**config.mk**
```make
export PLATFORM = sky130hd
export DESIGN_NAME = pipelined_cla_addsub
export DESIGN_NICKNAME = d
export VERILOG_FILES = /design/src/rtl/cla_pkg.sv /design/src/rtl/cla_block.sv /design/src/rtl/pipelined_cla_addsub.sv
export SDC_FILE = /design/constraint.sdc
export NUM_CORES = 1
export LEC_CHECK = 0
export CORE_MARGIN = 5
export CORE_UTILIZATION = 55
export CTS_CLUSTER_DIAMETER = 150
export DETAILED_ROUTE_END_ITERATION = 7
export PLACE_DENSITY = 0.79
export REMOVE_ABC_BUFFERS = 1
export SLEW_MARGIN = 20
export SYNTH_ARGS = -nofsm -noshare
export SYNTH_HDL_FRONTEND = slang
export SYNTH_SLANG_ARGS = --single-unit
```
**constraint.sdc**
```tcl
create_clock -name clk -period 6 [get_ports clk]
set_input_delay 1.2 -clock clk [delete_from_list [all_inputs] [get_ports clk]]
set_output_delay 1.2 -clock clk [all_outputs]
set_load 0.02 [all_outputs]
```
**src/rtl/cla_pkg.sv**
```systemverilog
// Shared types and constants for the pipelined carry-lookahead adder/subtractor.
// Holds the stage-payload struct and the saturation limit functions.
// The struct is sized for the widest supported operand; unused upper bits are constant.
package cla_pkg;

    localparam int CLA_MAX_W = 64;

    // One pipeline stage's payload: control, conditioned operands, sum built so far.
    typedef struct packed {
        logic                 valid;
        logic                 carry;
        logic                 sub;
        logic                 sat;
        logic [CLA_MAX_W-1:0] a;
        logic [CLA_MAX_W-1:0] b;
        logic [CLA_MAX_W-1:0] sum;
    } cla_stage_t;

    // Largest positive two's-complement value of the given width (0x7F..F).
    function automatic logic [CLA_MAX_W-1:0] sat_pos(input int width);
        logic [CLA_MAX_W-1:0] v;
        v = '0;
        for (int i = 0; i < CLA_MAX_W; i++) begin
            if (i < width - 1) v[i] = 1'b1;
        end
        return v;
    endfunction

    // Most negative two's-complement value of the given width (0x80..0).
    function automatic logic [CLA_MAX_W-1:0] sat_neg(input int width);
        logic [CLA_MAX_W-1:0] v;
        v = '0;
        for (int i = 0; i < CLA_MAX_W; i++) begin
            if (i == width - 1) v[i] = 1'b1;
        end
        return v;
    endfunction

endpackage

```
**src/rtl/cla_block.sv**
```systemverilog
// One BLOCK_SIZE-bit carry-lookahead slice: P/G, flat lookahead carries, sum bits.
// Latency: purely combinational.
// Backpressure: none; the enclosing pipeline stage register holds the state.
module cla_block #(
    parameter int BLOCK_SIZE = 4
) (
    input  logic [BLOCK_SIZE-1:0] a,
    input  logic [BLOCK_SIZE-1:0] b,
    input  logic                  cin,
    output logic [BLOCK_SIZE-1:0] sum,
    output logic                  cout
);
    logic [BLOCK_SIZE-1:0] p;
    logic [BLOCK_SIZE-1:0] g;
    logic [BLOCK_SIZE:0]   c;
    logic                  term;

    assign p = a ^ b;
    assign g = a & b;

    // Each carry is an independent sum of products over G, P and cin (no ripple chain).
    always_comb begin
        c    = '0;
        term = 1'b0;
        for (int i = 0; i <= BLOCK_SIZE; i++) begin
            term = cin;
            for (int m = 0; m < i; m++) term = term & p[m];
            c[i] = term;
            for (int j = 0; j < i; j++) begin
                term = g[j];
                for (int m = j + 1; m < i; m++) term = term & p[m];
                c[i] = c[i] | term;
            end
        end
    end

    assign sum  = p ^ c[BLOCK_SIZE-1:0];
    assign cout = c[BLOCK_SIZE];

endmodule

```
**src/rtl/pipelined_cla_addsub.sv**
```systemverilog
// Pipelined CLA add/sub; one lookahead block per stage; optional saturation via CLA_SATURATE_EN.
// Latency WIDTH/BLOCK_SIZE cycles from accept to out_valid; one op per cycle when flowing.
// Backpressure: all stages hold while out_valid & ~out_ready; in_ready = ~out_valid | out_ready.
module pipelined_cla_addsub
    import cla_pkg::*;
#(
    parameter int WIDTH      = 16,
    parameter int BLOCK_SIZE = 4
) (
    input  logic             clk,
    input  logic             rst,
    input  logic             in_valid,
    output logic             in_ready,
    input  logic [WIDTH-1:0] A,
    input  logic [WIDTH-1:0] B,
    input  logic             Sub,
    input  logic             Sat,
    output logic             out_valid,
    input  logic             out_ready,
    output logic [WIDTH-1:0] Sum,
    output logic             Cout,
    output logic             OF
);
    localparam int NSTAGE = (BLOCK_SIZE >= 1) ? WIDTH / BLOCK_SIZE : 1;
    localparam int REM    = (BLOCK_SIZE >= 1) ? WIDTH % BLOCK_SIZE : 1;

    if (BLOCK_SIZE < 1 || REM != 0 || WIDTH > CLA_MAX_W) begin : g_bad_cfg
        $error("pipelined_cla_addsub: WIDTH must be a multiple of BLOCK_SIZE >= 1 and <= CLA_MAX_W");
    end

    cla_stage_t stg_q [NSTAGE];
    cla_stage_t fin;
    logic       adv;

    assign fin = stg_q[NSTAGE-1];
    assign adv = ~fin.valid | out_ready;
    // Reset empties the pipe, so input is never refused while rst is high.
    assign in_ready = adv | rst;

    for (genvar k = 0; k < NSTAGE; k++) begin : g_stage
        cla_stage_t            src;
        cla_stage_t            nxt;
        logic [BLOCK_SIZE-1:0] blk_sum;
        logic                  blk_cout;

        if (k == 0) begin : g_head
            // Stage 0 takes live operands; B is inverted and Sub injected as carry-in for subtract.
            always_comb begin
                src       = '0;
                src.valid = in_valid;
                src.carry = Sub;
                src.sub   = Sub;
`ifdef CLA_SATURATE_EN
                src.sat   = Sat;
`endif
                src.a[WIDTH-1:0] = A;
                src.b[WIDTH-1:0] = B ^ {WIDTH{Sub}};
            end
        end else begin : g_body
            assign src = stg_q[k-1];
        end

        cla_block #(
            .BLOCK_SIZE(BLOCK_SIZE)
        ) u_blk (
            .a   (src.a[k*BLOCK_SIZE +: BLOCK_SIZE]),
            .b   (src.b[k*BLOCK_SIZE +: BLOCK_SIZE]),
            .cin (src.carry),
            .sum (blk_sum),
            .cout(blk_cout)
        );

        // Drop this block's sum slice into the payload and replace the carry with its carry-out.
        always_comb begin
            nxt = src;
            nxt.sum[k*BLOCK_SIZE +: BLOCK_SIZE] = blk_sum;
            nxt.carry = blk_cout;
        end

        // Stage register: cleared on reset, advances in lockstep with every other stage.
        always_ff @(posedge clk) begin
            if (rst) begin
                stg_q[k] <= '0;
            end else if (adv) begin
                stg_q[k] <= nxt;
            end
        end
    end

    logic             c_msb;
    logic [WIDTH-1:0] wrapped;

    // Carry into the MSB recovered from the MSB's own sum equation.
    assign c_msb     = fin.a[WIDTH-1] ^ fin.b[WIDTH-1] ^ fin.sum[WIDTH-1];
    assign wrapped   = fin.sum[WIDTH-1:0];
    assign out_valid = fin.valid;
    assign Cout      = fin.carry;
    assign OF        = c_msb ^ fin.carry;

`ifdef CLA_SATURATE_EN
    localparam logic [WIDTH-1:0] POS_LIM = WIDTH'(sat_pos(WIDTH));
    localparam logic [WIDTH-1:0] NEG_LIM = WIDTH'(sat_neg(WIDTH));

    // On overflow the wrapped sign is inverted, so a negative-looking result means true positive.
    always_comb begin
        Sum = wrapped;
        if (fin.sat && OF) begin
            Sum = wrapped[WIDTH-1] ? POS_LIM : NEG_LIM;
        end
    end
`else
    logic unused_sat;
    assign unused_sat = Sat;
    assign Sum        = wrapped;
`endif

    logic unused_fin;
    assign unused_fin = ^fin;

endmodule

```
==> results.toml, run 1 <==
[routing]
firstDrtPassIters = 4
drtIter0Drc = 113
via_per_inst = 4.871
routed_wirelength_um = 5859
antenna_left = 0
wl_per_cell_um = 12.60
dr_total_vias = 2265
route.detailed.drc = 0

[clock_tree]
clk_pin_slew_worst_paths_ps = 90
cts_root_buf = "clkbuf_8"
hold_buffers = 0
cts_tree = "built"
cts.sinks = 98
clock_path_buffers = 2
clk_latency_ps = 350
post-cts-setup-buffer-count = 0
cts_buffers = 9
cts_resized = 0
htree_levels = 3

[critical_path]
cp_slowest_cell = "clkdlybuf4s50_1"
crit_type = "in2out"
end_kind = "output pin"
critPathLaunchType = "input pin"
crit_top_cell = "clkdlybuf4s50_1"
crit_chain = "clkdlybuf4s50_1, nand3b_1, buf_4, clkdlybuf4s50_1"
cpPeakStageDelay_ps = 680
crit_required_ps = 4800
crit_arrival_ps = 2910
crit_fanout = 31

[power_and_ir_drop]
p_leak_nw = 2.120
power_density_nw_per_um2 = 272.4
vdd_ir_drop_max_mv = 0.1191
p_total_w = 0.001427

[logic_synthesis]
synth_cell_type_count = 26
syn_area_per_cell_um2 = 14.42
synth-seq-area-share_pct = 65.41
netlist_instances = 312
ys_ff_latch = 98
netlist_area_um2 = 4499
yosysWarnings = 0

[placement]
portBuffers = 56
dp_slack_ps = 1863
hpwl_um = 3814
place.gp.congestion = 0.7859

[min_path]
hp-class = "reg2reg"

[final_layout]
nFillCells = 600
largest_reg_flops = 98
n_antenna_cell = 0
nNetsFinal = 416
final_cell_mix = "edfxtp_1 (98), and2_1 (68), clkdlybuf4s50_1 (56)"
top_regs = "stg_q x98"
final_common_cell = "edfxtp_1"
regMostFlops = "stg_q"
final_util_pct = 64.72
drive_gt1_share_pct = 6.667
area_delta_synth_final_pct = 16.41

[floorplanning]
start_util_pct = 55.60
die_area_um2 = 10090
core-area_um2 = 8093
die_width_um = 100.4
ioPinCount = 58
num_rows = 33
die_h_um = 100.4

[timing]
max_freq_mhz = 243.1
finClkSkew_ps = 11.03
finalCritPeriodShare_pct = 68.57
setup_violations = 0
slew_violations = 0
layout_setup_ws_ps = 1886
hold_violations = 0
grt_setup_unrepaired = "no"
min_period_ps = 4114
max_slew_margin_pct = 38.67
final.setup.tns_ps = 0
worst_pin_slew_ps = 919.9

[grt]
antenna_found_initial = 0
grt_pass1_wl_um = 9791
grt_pass1_vias = 2299
use_met2_pct = 21.51
grtUsageTotal_pct = 12.54
busiest_layer = "met2"
met1_usage_pct = 14.31
grt_max_degree = 73
met3_usage_pct = 3.544
grt.overflow.total = 0

[run]
maxCapViolations = 0

[run_status]
status = "finished clean"
[layer usage]
metal | up-vias | part of all wire, %
met5 | - | 0
met4 | 0 | 2.4
met3 | 13 | 4.7
met2 | 51 | 50
met1 | 1047 | 42
li1 | 1154 | -
[area by class of cell]
type                            count  area (µm²)  share of cell area (%)
Sequential cell                    98        2943                   56.19
Tap cell                          105       131.4                   2.508
Multi-Input combinational cell    176        1311                   25.04
Clock buffer                        9       123.9                   2.365
Timing Repair Buffer               60       590.6                   11.28
Inverter                           10       37.54                  0.7167
Clock inverter                      7       100.1                   1.911
[power breakdown]
part           internal (W)  switching, W  total [W]
registers          0.000804     0.0000124   0.000817
clock network      0.000237      0.000227   0.000464
logic             0.0000783     0.0000678   0.000146
total               0.00112      0.000307    0.00143
[final timing paths]
| check | slack, ps | endpoint | cells after the start | start |
|---|---|---|---|---|
| max reg2reg | 3920 | stg_q[0][68] | 3 | stg_q[1][391] |
| min reg2reg | 520 | stg_q[1][4] | 1 | stg_q[0][200] |
| min | 520 | stg_q[1][4] | 1 | stg_q[0][200] |
| max | 1890 | in_ready | 4 | rst |
[critical path, delay by kind of cell]
family	cells	cell delay [ps]
buf+inv	3	1580
simple gates	1	130
[synthesized netlist by cell type]
master	count	share of area, %
edfxtp_1	98	65
and2_1	68	9.5
ha_1	20	5.6
buf_4	18	3.0
nor2_1	18	1.5
xnor2_1	15	2.9
o21a_1	12	2.0
inv_1	9	0.75
nor3_1	8	0.89
xor2_1	8	1.6
a21oi_1	7	0.78
clkbuf_2	6	0.67
o211ai_1	4	0.67
fa_1	3	1.3
nand3_1	3	0.33
buf_6	2	0.50
nand3b_1	2	0.33
nor3b_1	2	0.33
nor3b_2	2	0.56
a21boi_0	1	0.17
a21o_1	1	0.17
a21oi_4	1	0.36
buf_2	1	0.11
buf_8	1	0.33
inv_2	1	0.083
mux2i_1	1	0.22
[cells by family after synthesis]
family,after synthesis,share of synthesized area (%)
AND/OR/NAND/NOR,103,13.40
flip-flops,98,65.41
buffers and inverters,38,5.450
AO/OA/AOI/OAI,26,4.144
XOR/XNOR,23,4.477
adder cells (fa/ha/maj),23,6.897
multiplexers,1,0.2225
[per-stage QoR]
| stage | hold WS, ps | area (µm²) | cells |
|---|---|---|---|
| 4_1_cts | 520.0 | 5238 | 465 |
| 6_report | 515.7 | 5238 | 465 |
| 3_3_place_gp | 500.3 | 5014 | 449 |
| 2_1_floorplan | 496.7 | 4292 | 284 |
| 5_1_grt | 535.0 | 5238 | 465 |
| 3_5_place_dp | 501.4 | 5014 | 449 |
Power figures use the tool's default switching activity.
==> run 2: changes to the inputs <==
==> constraint.sdc (replaced) <==
create_clock -name clk -period 4 [get_ports clk]
set_input_delay 0.8 -clock clk [delete_from_list [all_inputs] [get_ports clk]]
set_output_delay 0.8 -clock clk [all_outputs]
set_load 0.02 [all_outputs]
==> results.toml, run 2 (synthesis gave the netlist of run 1 again) <==
[run_status]
status = "finished clean"

[clock_tree]
clock_path_buffers = 2
htree_levels = 3
clk_pin_slew_worst_paths_ps = 90
cts_tree = "built"
clk_latency_ps = 360
cts_root_buf = "clkbuf_8"
cts.sinks = 98
post-cts-setup-buffer-count = 0
hold_buffers = 0
cts_buffers = 9
cts_resized = 0

[timing]
max_slew_margin_pct = 40.14
min_period_ps = 2954
setup_violations = 0
worst_pin_slew_ps = 897.9
grt_setup_unrepaired = "no"
layout_setup_ws_ps = 1046
hold_violations = 0
finalCritPeriodShare_pct = 73.84
final.setup.tns_ps = 0
max_freq_mhz = 338.6
timing.hold.ws_ps = 514.8
finClkSkew_ps = 8.283
slew_violations = 0

[floorplanning]
ioPinCount = 58
die_area_um2 = 10090
num_rows = 33
core-area_um2 = 8093
die_width_um = 100.4
die_h_um = 100.4
start_util_pct = 55.60

[power_and_ir_drop]
power.internal_w = 0.001746
clkPwrFrac_pct = 34.5
switching_share_pct = 20.97
p_total_w = 0.002209
sequentialPowerShare_pct = 55.5
combinationalPowerShare_pct = 10.0
vdd_ir_drop_max_mv = 0.1924
p_sw_w = 0.0004634
power_density_nw_per_um2 = 419.7
p_leak_nw = 2.139

[critical_path]
crit_required_ps = 3200
crit_arrival_ps = 2150
critPathLaunchType = "input pin"
end_kind = "output pin"
crit_fanout = 3
crit_type = "in2out"

[routing]
route.detailed.drc = 0
dr_total_vias = 2319
wl_per_cell_um = 13.50
firstDrtPassIters = 4
routed_wirelength_um = 6279
via_per_inst = 4.987
antenna_left = 0
drtIter0Drc = 87

[grt]
grt.overflow.total = 0
grtUsageTotal_pct = 13.41
grt_max_degree = 73
busiest_layer = "met2"
met1_usage_pct = 14.79
met3_usage_pct = 2.641
grt_pass1_wl_um = 10540
antenna_found_initial = 0
grt_pass1_vias = 2403
use_met2_pct = 24.21

[final_layout]
area_delta_synth_final_pct = 16.99
final_cell_mix = "edfxtp_1 (98), and2_1 (68), clkdlybuf4s50_1 (56)"
top_regs = "stg_q x98"
drive_gt1_share_pct = 6.667
regMostFlops = "stg_q"
final_common_cell = "edfxtp_1"
largest_reg_flops = 98
n_antenna_cell = 0
nNetsFinal = 416

[placement]
hpwl_um = 4160
dp_slack_ps = 896.4
place.gp.congestion = 0.7734
portBuffers = 56

[run]
maxCapViolations = 0

[min_path]
hp-class = "reg2reg"
==> run 2: cell type report <==
cell class                 count  area (µm²)
fill                         613        2829
inverter                      10       37.54
multi-input combinational    176        1311
timing repair buffer          60       590.6
sequential                    98        2943
tap                          105       131.4
clock buffer                   9       123.9
clock inverter                 7       126.4
==> run 2: per-layer routing <==
layer / vias to the layer above / wire length, µm
met2: 60 / 3398
met3: 16 / 273
li1: 1159 / -
met5: - / 0
met1: 1084 / 2453
met4: 0 / 153
==> run 2: critical path, stage by stage <==
cell,delay (ps)
clkdlybuf4s50_1,540
nand3b_1,190
clkdlybuf4s50_1,620
==> run 2: path summary, 6_finish.rpt <==
path | startpoint | slack (ps) | to | cells past startpoint
max reg2reg | stg_q[1][391] | 1840 | stg_q[0][71] | 3
min reg2reg | stg_q[0][76] | 510 | stg_q[0][272] | 1
min | stg_q[0][76] | 510 | stg_q[0][272] | 1
max | rst | 1050 | in_ready | 3
==> run 2: metrics by stage <==
step / instance area [µm²] / instances / utilization, %
global route: 5264 / 465 / 65.04
detailed placement: 5014 / 449 / 61.95
finish: 5264 / 465 / 65.04
CTS: 5264 / 465 / 65.04
floorplan: 4292 / 284 / -
global placement: 5014 / 449 / 61.95
==> run 2: power by group through the flow <==
stage | logic [W] | clock network (W) | registers [W]
floorplan | 0.000117 | 0 | 0.00126
global placement | 0.000214 | 0 | 0.00125
detailed placement | 0.000224 | 0 | 0.00125
CTS | 0.000225 | 0.000776 | 0.00123
global route | 0.000246 | 0.000812 | 0.00123
finish | 0.000221 | 0.000761 | 0.00123
